===== src/rtl/encoder_8to3_seq.sv =====
// rtl/encoder_8to3_seq.sv - sticky 8-line request capture serialised into a 3-bit index stream
// Fixed-priority or rotating selection; one code per valid/ready handshake.
module encoder_8to3_seq #(
  parameter int N           = 8,
  parameter int W           = 3,
  parameter bit ROUND_ROBIN = 1'b0
) (
  input  logic         clk,
  input  logic         rst_n,
  input  logic         enable,
  input  logic [N-1:0] in,
  output logic [W-1:0] out_code,
  output logic         out_valid,
  input  logic         out_ready,
  output logic [N-1:0] pending,
  output logic         any
);

  typedef enum logic {
    IDLE,
    PRESENT
  } state_t;

  state_t         state_q, state_d;
  logic [N-1:0]   pending_q, pending_d, clear_mask;
  logic [W-1:0]   code_q, code_d;
  logic [W-1:0]   ptr_q, ptr_d;
  logic           valid_q, valid_d;
  logic [W-1:0]   sel, idx, base;
  logic           found;

  // Scan upward from the base index; W-bit addition wraps 7 -> 0 naturally.
  always_comb begin
    base  = ROUND_ROBIN ? ptr_q : '0;
    sel   = '0;
    idx   = '0;
    found = 1'b0;
    for (int i = 0; i < N; i++) begin
      idx = base + W'(i);
      if (!found && pending_q[idx]) begin
        sel   = idx;
        found = 1'b1;
      end
    end
  end

  always_comb begin
    state_d    = state_q;
    code_d     = code_q;
    valid_d    = valid_q;
    ptr_d      = ptr_q;
    clear_mask = '0;
    case (state_q)
      IDLE: begin
        if (|pending_q) begin
          code_d  = sel;
          valid_d = 1'b1;
          state_d = PRESENT;
        end
      end
      PRESENT: begin
        if (out_ready) begin
          clear_mask[code_q] = 1'b1;
          valid_d            = 1'b0;
          state_d            = IDLE;
          if (ROUND_ROBIN) ptr_d = code_q + 1'b1;
        end
      end
      default: state_d = IDLE;
    endcase
    // A fresh strobe on the line being cleared survives as a re-request.
    pending_d = (pending_q & ~clear_mask) | (enable ? in : '0);
  end

  always_ff @(posedge clk or negedge rst_n) begin
    if (!rst_n) begin
      state_q   <= IDLE;
      pending_q <= '0;
      code_q    <= '0;
      valid_q   <= 1'b0;
      ptr_q     <= '0;
    end else begin
      state_q   <= state_d;
      pending_q <= pending_d;
      code_q    <= code_d;
      valid_q   <= valid_d;
      ptr_q     <= ptr_d;
    end
  end

  assign out_code  = code_q;
  assign out_valid = valid_q;
  assign pending   = pending_q;
  assign any       = |pending_q;

endmodule


===== config.mk =====
export PLATFORM = sky130hd
export DESIGN_NAME = encoder_8to3_seq
export DESIGN_NICKNAME = d
export VERILOG_FILES = /design/src/rtl/encoder_8to3_seq.sv
export SDC_FILE = /design/constraint.sdc
export NUM_CORES = 1
export LEC_CHECK = 0
export ABC_CLOCK_PERIOD_IN_PS = 1200
export BUFFER_PORTS_ARGS = -buffer_cell sky130_fd_sc_hd__buf_2
export CAP_MARGIN = 10
export CELL_PAD_IN_SITES_DETAIL_PLACEMENT = 1
export CELL_PAD_IN_SITES_GLOBAL_PLACEMENT = 1
export CORE_MARGIN = 4
export CORE_UTILIZATION = 30
export DETAILED_ROUTE_END_ITERATION = 6
export GPL_ROUTABILITY_DRIVEN = 0
export GPL_TIMING_DRIVEN = 0
export MAX_ROUTING_LAYER = met4
export PLACE_DENSITY_LB_ADDON = 0.1
export SKIP_LAST_GASP = 1
export SLEW_MARGIN = 25
export SYNTH_ARGS = -nofsm -noshare
export SYNTH_HDL_FRONTEND = slang
export SYNTH_SLANG_ARGS = --single-unit

===== constraint.sdc =====
create_clock -name clk -period 1.2 [get_ports clk]
set_input_delay 0.12 -clock clk [delete_from_list [all_inputs] [get_ports clk]]
set_output_delay 0.12 -clock clk [all_outputs]
set_load 0.005 [all_outputs]

==> metrics, run 1 <==
CP Max Fanout 2; worst path arrival time around 1300 ps; io pins 25; area of the multi-input gates around 300 µm²; total congestion overflow 0; Area Overhead vs Synth 43.6%; combinational share of power 0.237; Power Total 1120 µW; Syn. warnings 0; max-cap viol count 0; Final setup viols 6; Antenna diodes 0; Sink Count 13; clock latency on the worst-skew pair about 270 ps; Clock Pin Slew Worst Setup and Hold Paths 90 ps; Die Width ~54 µm; Mapped Cells 66; global-route wire length before repair between 3 and 4 mm; Initial DRC Count 1; startpoint types flop; CTS Buf Count 3; DRC errors left 0; Netlist Area Pre-Place 634 µm²; Power Density around 1200 nW/µm²; Via Count between 600 and 700; Seq/Total Area, Yosys 0.513; IO Port Bufs 23; Avg Cell Area, Syn roughly 9.6 µm²; Routed WL 1.76 mm; vias per cell 4.63; switching pwr 359 µW; Slew Viols, Final 0; TritonCTS clock tree done; Row Count 16; fmax 0.723 GHz; clk buf depth 2; failing checks setup timing; Clock Power Share 0.241; Root Driver clkbuf_4; clock skew 8.45 ps; Yosys cell types 21; Max rail drop VDD approximately 0.00073 V; vias in the first global route 660; total die area approximately 3000 µm²; GR Util All Layers 0.152; core region area ~2000 µm²; final worst slack -183 ps; Crit. End Element output port; RSZ-0062 raised after global routing yes; Period minus WS final 1380 ps; Crit Path Category reg -> out; DR WL/cell 13.5 µm; sequential cell area about 330 µm²; internal power between 700 and 800 µW; DP Wirelength ~1.2 mm; Slew headroom 0.767; filler instances 255; largest net degree at the start of global routing 14; status finished, violations left; share of layout cells above drive strength 1 0.466; initial antenna violation count 0; Hold Crit Class in -> reg; Yosys reg bits 13; switching fraction of total power 0.320; Tightest Pin Transition around 350 ps; Initial Util 0.320; chip height 54.0 µm; drt first pass iters 4; Seq pwr share 0.523; Tcrit/Tclk final 1.15; Nets about 120; final core occ 0.460; htree depth 1; Hold Fails Final Rpt 0; Critical Path RT roughly 1100 ps; Mapped Nets approximately 80; Leak 0.000395 µW; Antenna Nets Post-Route 0
final cells by class:
class	count	area share
well taps	27	0.0371
flip-flops and latches	13	0.363
plain buffers	2	0.0124
multi-input cells	50	0.334
repair buffers	33	0.220
clock buffers	3	0.0247
clock inverters	1	0.00549
inverters	1	0.00412
metrics by stage:
step / area [µm²] / instances / TNS (ps) / setup slack [ps] / hold WS [ps]
CTS: 893 / 129 / -427 / -199 / 20.3
finish: 911 / 130 / -589 / -183 / 33.8
floorplan: 634 / 66 / 0 / 8.56 / -176
detailed placement: 783 / 116 / -208 / -75.1 / 29.2
global placement: 783 / 116 / -123 / -59.6 / 29.2
global route: 911 / 130 / -1070 / -272 / 22.0
critical path, cell delays in order (launching register included):
cell and delay [ps]:
dfrtp_2 430, nor4_4 320, nand2_2 100, buf_2 140
synthesized netlist by cell type (all sizes together):
| cell type | number | area (µm²) |
|---|---|---|
| a21oi | 1 | 8.76 |
| clkbuf | 1 | 3.75 |
| nor4 | 2 | 42.5 |
| nand2b | 3 | 18.8 |
| nand3b | 1 | 7.51 |
| nor2 | 5 | 18.8 |
| o31a | 1 | 8.76 |
| nand2 | 19 | 73.8 |
| nor2b | 2 | 12.5 |
| dfrtp | 13 | 325 |
| nand3 | 1 | 5.00 |
| o22a | 2 | 18.8 |
| buf | 1 | 5.00 |
| o21a | 1 | 7.51 |
| a2bb2oi | 1 | 8.76 |
| o31ai | 2 | 15.0 |
| inv | 1 | 3.75 |
| o21ai | 7 | 35.0 |
| o211ai | 2 | 15.0 |
power by group through the flow:
stage,combinational [µW],clock [µW],sequential (µW)
5_1_grt,302,313,597
4_1_cts,268,289,586
2_1_floorplan,106,0,588
3_3_place_gp,216,0,598
6_report,266,270,586
3_5_place_dp,218,0,602
final timing paths:
path | to | slack [ps] | depth (start not counted) | start
min in group asynchronous | out_code[0] | 250 | 2 | rst_n
max in group asynchronous | pending[2] | 690 | 2 | rst_n
setup reg to reg | state_q | -160 | 5 | pending[2]
hold reg to reg | out_valid | 560 | 2 | out_valid
setup / recovery | any | -180 | 3 | pending[2]
hold / removal | pending[4] | 30 | 3 | in[4]
metal layers:
layer / global-route usage / part of all wire
met2: 0.232 / 0.48
met3: 0.0249 / 0.024
met4: 0.0622 / 0.0080
met1: 0.199 / 0.49
met5: - / 0
flip-flops by register name (all words and copies together), names as in the netlist:
name,count
out_valid,1
out_code,3
state_q,1
pending,8
kinds of logic after synthesis:
kind of cell,after synthesis,synth area share
and+or+nand+nor,33,0.282
AOI/OAI and AO/OA,17,0.185
DFF,13,0.513
buffers and inverters,3,0.0197
repair_timing:
action	in CTS	in global routing
pin swaps	3	1
endpoints found under the setup margin	8	9
setup buffers	8	1
resized for setup	5	5
endpoints found under the hold margin	13	0
hold buffers	1	0
cells in the final DEF, fill, tap and decap left out, types with 2 or more instances in the layout:
cell and instances:
buf_2 23, dfrtp_2 4, o211ai_1 2, buf_6 2, o21ai_0 6, nand2_1 18
nor2b_1 2, o31ai_1 2, nand2b_1 3, dfrtp_1 9, clkbuf_4 4, buf_4 7
nor4_4 2, nor2_1 4
Note: power is estimated with default switching activity, not from simulation.
==> run 2, diff against run 1 <==
--- a/config.mk
+++ b/config.mk
@@ -5,13 +5,14 @@
 export SDC_FILE = /design/constraint.sdc
 export NUM_CORES = 1
 export LEC_CHECK = 0
+export ABC_AREA = 1
 export ABC_CLOCK_PERIOD_IN_PS = 1200
 export BUFFER_PORTS_ARGS = -buffer_cell sky130_fd_sc_hd__buf_2
 export CAP_MARGIN = 10
 export CELL_PAD_IN_SITES_DETAIL_PLACEMENT = 1
 export CELL_PAD_IN_SITES_GLOBAL_PLACEMENT = 1
 export CORE_MARGIN = 4
-export CORE_UTILIZATION = 30
+export CORE_UTILIZATION = 29
 export DETAILED_ROUTE_END_ITERATION = 6
 export GPL_ROUTABILITY_DRIVEN = 0
 export GPL_TIMING_DRIVEN = 0
==> run 2 against run 1 <==
Effect of this change: the run still ends with setup timing left; synthesized area down 0.79%; clock power up 4%; critical endpoint unchanged; fmax up 8.5%.
==> metrics, run 2 <==
status finished, violations left; failing checks setup timing; crit path to any; worst reg2reg path depth 6; Root Driver clkbuf_4; Slew headroom 0.765; Netlist Area Pre-Place between 600 and 700 µm²; htree depth 1; commonest cells after routing, fill and taps aside 27 x nand2_1, 23 x buf_2, 12 x dfrtp_1, 12 x buf_4; Antenna Nets Post-Route 0; Crit. Startpoint pending[0]; CTS Buf Count 3; Crit Path Category reg -> out; global-route wire length before repair between 3 and 4 mm; fmax a little under 0.8 GHz; Tcrit/Tclk final 1.06; Antenna diodes 0; Mapped Cells 81; Via Count 663; Tightest Pin Transition between 300 and 400 ps; Critical Path RT around 1100 ps; Period minus WS final roughly 1300 ps; worst path arrival time around 1200 ps; io pins 25; ys flop type dfrtp_1; Row Count 16; Routed WL 1.88 mm; final worst slack -74.4 ps; Final setup viols 1; Hold Fails Final Rpt 0; initial antenna violation count 0; filler instances around 270; total congestion overflow 0; CP Max Fanout 2; R2R setup slack 10 ps; Place WS 13.6 ps; Hold WS about 38 ps; max-cap viol count 0; most common cell in the netlist nand2_1; Die Width 54.6 µm; Max rail drop VDD roughly 0.00053 V; Yosys reg bits 13; RR Startpoint pending[5]; Seq/Total Area, Yosys 0.517; Hold Crit Class in -> reg; most common cell after layout, fill and taps aside nand2_1; IO Port Bufs 23; clk buf depth 2; DRC errors left 0; RSZ-0062 raised after global routing yes; Initial Util 0.314; vias per cell ~4.5; total die area between 2000 and 3000 µm²; Mapped Nets 93; Async SR Flop Fraction 1.00; core region area about 2000 µm²; synth cell count leaders 27 x nand2_1, 13 x dfrtp_1, 8 x inv_1, 6 x nor2_1; Yosys cell types 17; EDFF count, synth 0; GR Util All Layers 0.156; chip height 54.6 µm; clock skew between 6 and 7 ps; Leak 0.000445 µW; synth top area cells dfrtp_1 52%, nand2_1 16%, inv_1 4.8%; drt first pass iters 1; Nets about 130; TritonCTS clock tree done; clock latency on the worst-skew pair about 280 ps; Initial DRC Count 0; Slew Viols, Final 0; vias in the first global route between 600 and 700; max reg flops 8; FF-to-FF End out_code[0]; Area Overhead vs Synth 46.5%; share of layout cells above drive strength 1 0.397; Sink Count 13; largest net degree at the start of global routing 14; Power Density approximately 1200 nW/µm²; Syn. warnings 0; DR WL/cell around 13 µm; area share of the largest cell type after synthesis 0.517; startpoint types flop; Clock Pin Slew Worst Setup and Hold Paths 90 ps; DP Wirelength between 1 and 1.5 mm; Avg Cell Area, Syn 7.77 µm²; cell taking the most area after synthesis dfrtp_1; Crit. End Element output port
==> run 2: cell count changes after synthesis, sizes merged, moves of 3 or more <==
cell / before / now
nand2: 19 / 28
a21oi: 1 / 5
inv: 1 / 9
nor2: 5 / 10
nand2b: 3 / 0
==> run 2: area by class of cell <==
cell class / instances / area, µm² / share of cell area
Sequential cell: 13 / 327 / 0.354
Multi-Input combinational cell: 58 / 283 / 0.307
Timing Repair Buffer: 36 / 215 / 0.233
Inverter: 9 / 33.8 / 0.0366
Tap cell: 27 / 33.8 / 0.0366
Clock buffer: 4 / 26.3 / 0.0285
Buffer: 1 / 3.75 / 0.00407
==> run 2: through the flow <==
stage | instance area [µm²] | setup TNS [ps] | utilization | total power [µW] | std cells
5_1_grt | 922 | -319 | 0.461 | 1220 | 148
4_1_cts | 921 | -166 | 0.460 | 1150 | 149
3_3_place_gp | 778 | 0 | 0.389 | 796 | 131
6_report | 922 | -74.4 | 0.461 | 1150 | 148
3_5_place_dp | 778 | 0 | 0.389 | 804 | 131
2_1_floorplan | 629 | 0 | - | 675 | 81
==> run 2: repair_timing <==
item | 4_1_cts | 5_1_grt
pin swaps | 4 | 3
gates cloned | 0 | 0
hold buffers | 1 | 0
buffers inserted | 13 | 0
endpoints found under the hold margin | 13 | 0
resized for setup | 2 | 7
setup endpoints to repair | 2 | 9
==> run 2: worst min path at each step <==
stage / startpoint / end / slack, ps / cells past startpoint
2_1_floorplan: rst_n / out_code[0] / -180 / 0
3_3_place_gp: rst_n / out_valid / 30 / 1
3_5_place_dp: rst_n / out_valid / 30 / 1
4_1_cts: in[5] / pending[5] / 30 / 3
5_1_grt: in[6] / pending[6] / 40 / 3
6_report: in[6] / pending[6] / 40 / 3
==> run 2: kinds of logic after synthesis <==
| logic type | share of synthesized area |
|---|---|
| AOI/OAI and AO/OA | 0.123 |
| DFF | 0.517 |
| and+or+nand+nor | 0.300 |
| buffers and inverters | 0.0596 |
==> run 2: worst max-delay path, cell delays in order, from the launching register on <==
cell and delay (ps):
dfrtp_1 420, nor2_4 130, nand2_2 80, nor2_4 80
inv_1 40, buf_2 110
==> run 2: report_power, final <==
part	leakage [µW]	switching, µW	internal (µW)	total, µW
Clock	0.0000150	151	129	280
Combinational	0.000295	164	152	316
Sequential	0.000135	56.1	497	553
==> run 2: metal layers <==
layer,vias up,GRT usage,wire length (µm)
met5,-,-,0
met3,4,0.0327,97
met1,308,0.197,889
met2,16,0.230,870
li1,335,-,-
met4,0,0.0830,18
==> run 3, diff against run 2 <==
--- a/config.mk
+++ b/config.mk
@@ -18,6 +18,7 @@
 export GPL_TIMING_DRIVEN = 0
 export MAX_ROUTING_LAYER = met4
 export PLACE_DENSITY_LB_ADDON = 0.1
+export SETUP_SLACK_MARGIN = 0.15
 export SKIP_LAST_GASP = 1
 export SLEW_MARGIN = 25
 export SYNTH_ARGS = -nofsm -noshare
==> run 3 against run 2 <==
Effect of this change: the flow still finishes with violations (setup timing); fmax fell by 2.7%; sequential cell count did not move; final cell count rose by 2.7%; sequential share of layout area fell by 4.1 points; register-to-register slack got worse by 80 ps; utilization rose by 6.0 points; total power rose by 9.3%; clock power barely moved; routed wire length rose by 12%; clock skew fell by 4.2 ps; final area rose by 13%; largest power group unchanged.
==> metrics, run 3 (same netlist as run 2, synthesis figures left out) <==
status finished, violations left; failing checks setup timing; largest net degree at the start of global routing 14; IO Port Bufs 23; Power Total between 1000 and 1500 µW; Placed Cells approximately 130; Area Overhead vs Synth 65.6%; Critical Path RT between 1000 and 1500 ps; Slew headroom 0.758; Clock Pin Slew Worst Setup and Hold Paths roughly 90 ps; share of layout cells above drive strength 1 0.472; Nets 138; Period minus WS final between 1000 and 1500 ps; CTS Buf Count 3; fin cells about 150; initial antenna violation count 0; TritonCTS clock tree done; max-cap viol count 0; startpoint types flop; clock skew between 2 and 3 ps; total congestion overflow 0; Slew Viols, Final 0; Hold Fails Final Rpt 0; final worst slack -110 ps; CP Max Fanout 2; clock latency on the worst-skew pair about 280 ps; Hold Crit Class in -> reg; global-route wire length before repair ~3.3 mm; Initial Util 0.314; core region area 2000 µm²; Max rail drop VDD ~0.0007 V; Place WS approximately 23 ps; R2R setup slack -70 ps; RSZ-0062 raised after global routing yes; Die Width 54.6 µm; htree depth 1; Hold WS 37.2 ps; Via Count slightly below 700; sequential cell area 327 µm²; Crit Path Category reg -> out; Routed WL around 2.1 mm; switching pwr 405 µW; total die area between 2000 and 3000 µm²; commonest cells after routing, fill and taps aside 25 x nand2_1, 18 x buf_2, 13 x buf_6, 12 x dfrtp_1; chip height ~55 µm; Sink Count 13; Antenna diodes 0; vias per cell around 4.6; Seq pwr share 0.441; Crit. End Element output port; worst path arrival time between 1000 and 1500 ps; Root Driver clkbuf_4; area of the multi-input gates 312 µm²; DP Wirelength 1.39 mm; Initial DRC Count 6; Tightest Pin Transition 364 ps; Power Density between 1000 and 1500 nW/µm²; filler instances between 200 and 300; Antenna Nets Post-Route 0; DR WL/cell between 10 and 15 µm; drt first pass iters 3; most common cell after layout, fill and taps aside nand2_1; Final setup viols 5; GR Util All Layers 0.167; combinational share of power 0.337; setup TNS -290 ps; fmax 0.763 GHz; io pins 25; Tcrit/Tclk final 1.09; switching fraction of total power 0.322; Row Count 16; DRC errors left 0; Leak between 0.0004 and 0.0005 µW; max reg flops 8; vias in the first global route roughly 700; Clock Power Share 0.222; clk buf depth 2; internal power roughly 850 µW
[run 3: cell types whose count changed in the layout (fill, tap and decap cells not counted), moves of 2 or more]
cell,change
buf_4,-4
buf_6,+13
nand3_1,-2
buf_2,-5
nand2_2,+2
nand2_1,-2
o21ai_1,-2
nand3_2,+2
[run 3: area by class of cell]
| class | instances | share of cell area |
|---|---|---|
| flip-flops and latches | 13 | 0.313 |
| plain buffers | 1 | 0.00360 |
| repair buffers | 40 | 0.294 |
| inverters | 9 | 0.0324 |
| clock buffers | 4 | 0.0252 |
| multi-input cells | 58 | 0.299 |
| well taps | 27 | 0.0324 |
[run 3: per-stage QoR]
step / instance area, µm² / util
after floorplan: 632 / -
after global placement: 781 / 0.390
after detailed placement: 781 / 0.390
after CTS: 946 / 0.473
after global routing: 1040 / 0.521
final: 1040 / 0.521
[run 3: layer usage]
metal  GRT usage  share of wire  vias up
met5           -              0        -
met4      0.0871          0.018        0
li1            -              -      344
met1       0.201           0.44      330
met3      0.0245          0.043        4
met2       0.268           0.50       15
[run 3: worst paths after layout]
check                      depth (start not counted)           to       start
setup / recovery                                   5          any  pending[3]
hold / removal                                     3   pending[0]       in[0]
setup reg to reg                                   9  out_code[0]  pending[1]
hold reg to reg                                    2    out_valid   out_valid
max in group asynchronous                          2      state_q       rst_n
min in group asynchronous                          2   pending[0]       rst_n
[run 3: power groups by stage]
stage | Combinational (µW) | Sequential [µW] | Clock [µW]
2_1_floorplan | 110 | 566 | 0
3_3_place_gp | 225 | 572 | 0
3_5_place_dp | 232 | 575 | 0
4_1_cts | 342 | 547 | 280
5_1_grt | 468 | 562 | 308
6_report | 423 | 553 | 279
[run 3: worst max-delay path, cell delays in order, from the launching register on]
cell     delay, ps
dfrtp_1        410
nor2_2         170
nand2_2         90
nor2_4          90
inv_1           40
buf_2          110
[run 3: what timing repair did]
action,4_1_cts,5_1_grt
resized for setup,8,20
buffers inserted,13,3
cloned,0,0
endpoints found under the hold margin,13,0
setup endpoints to repair,13,19
hold buffers,1,0
pin swaps,5,4
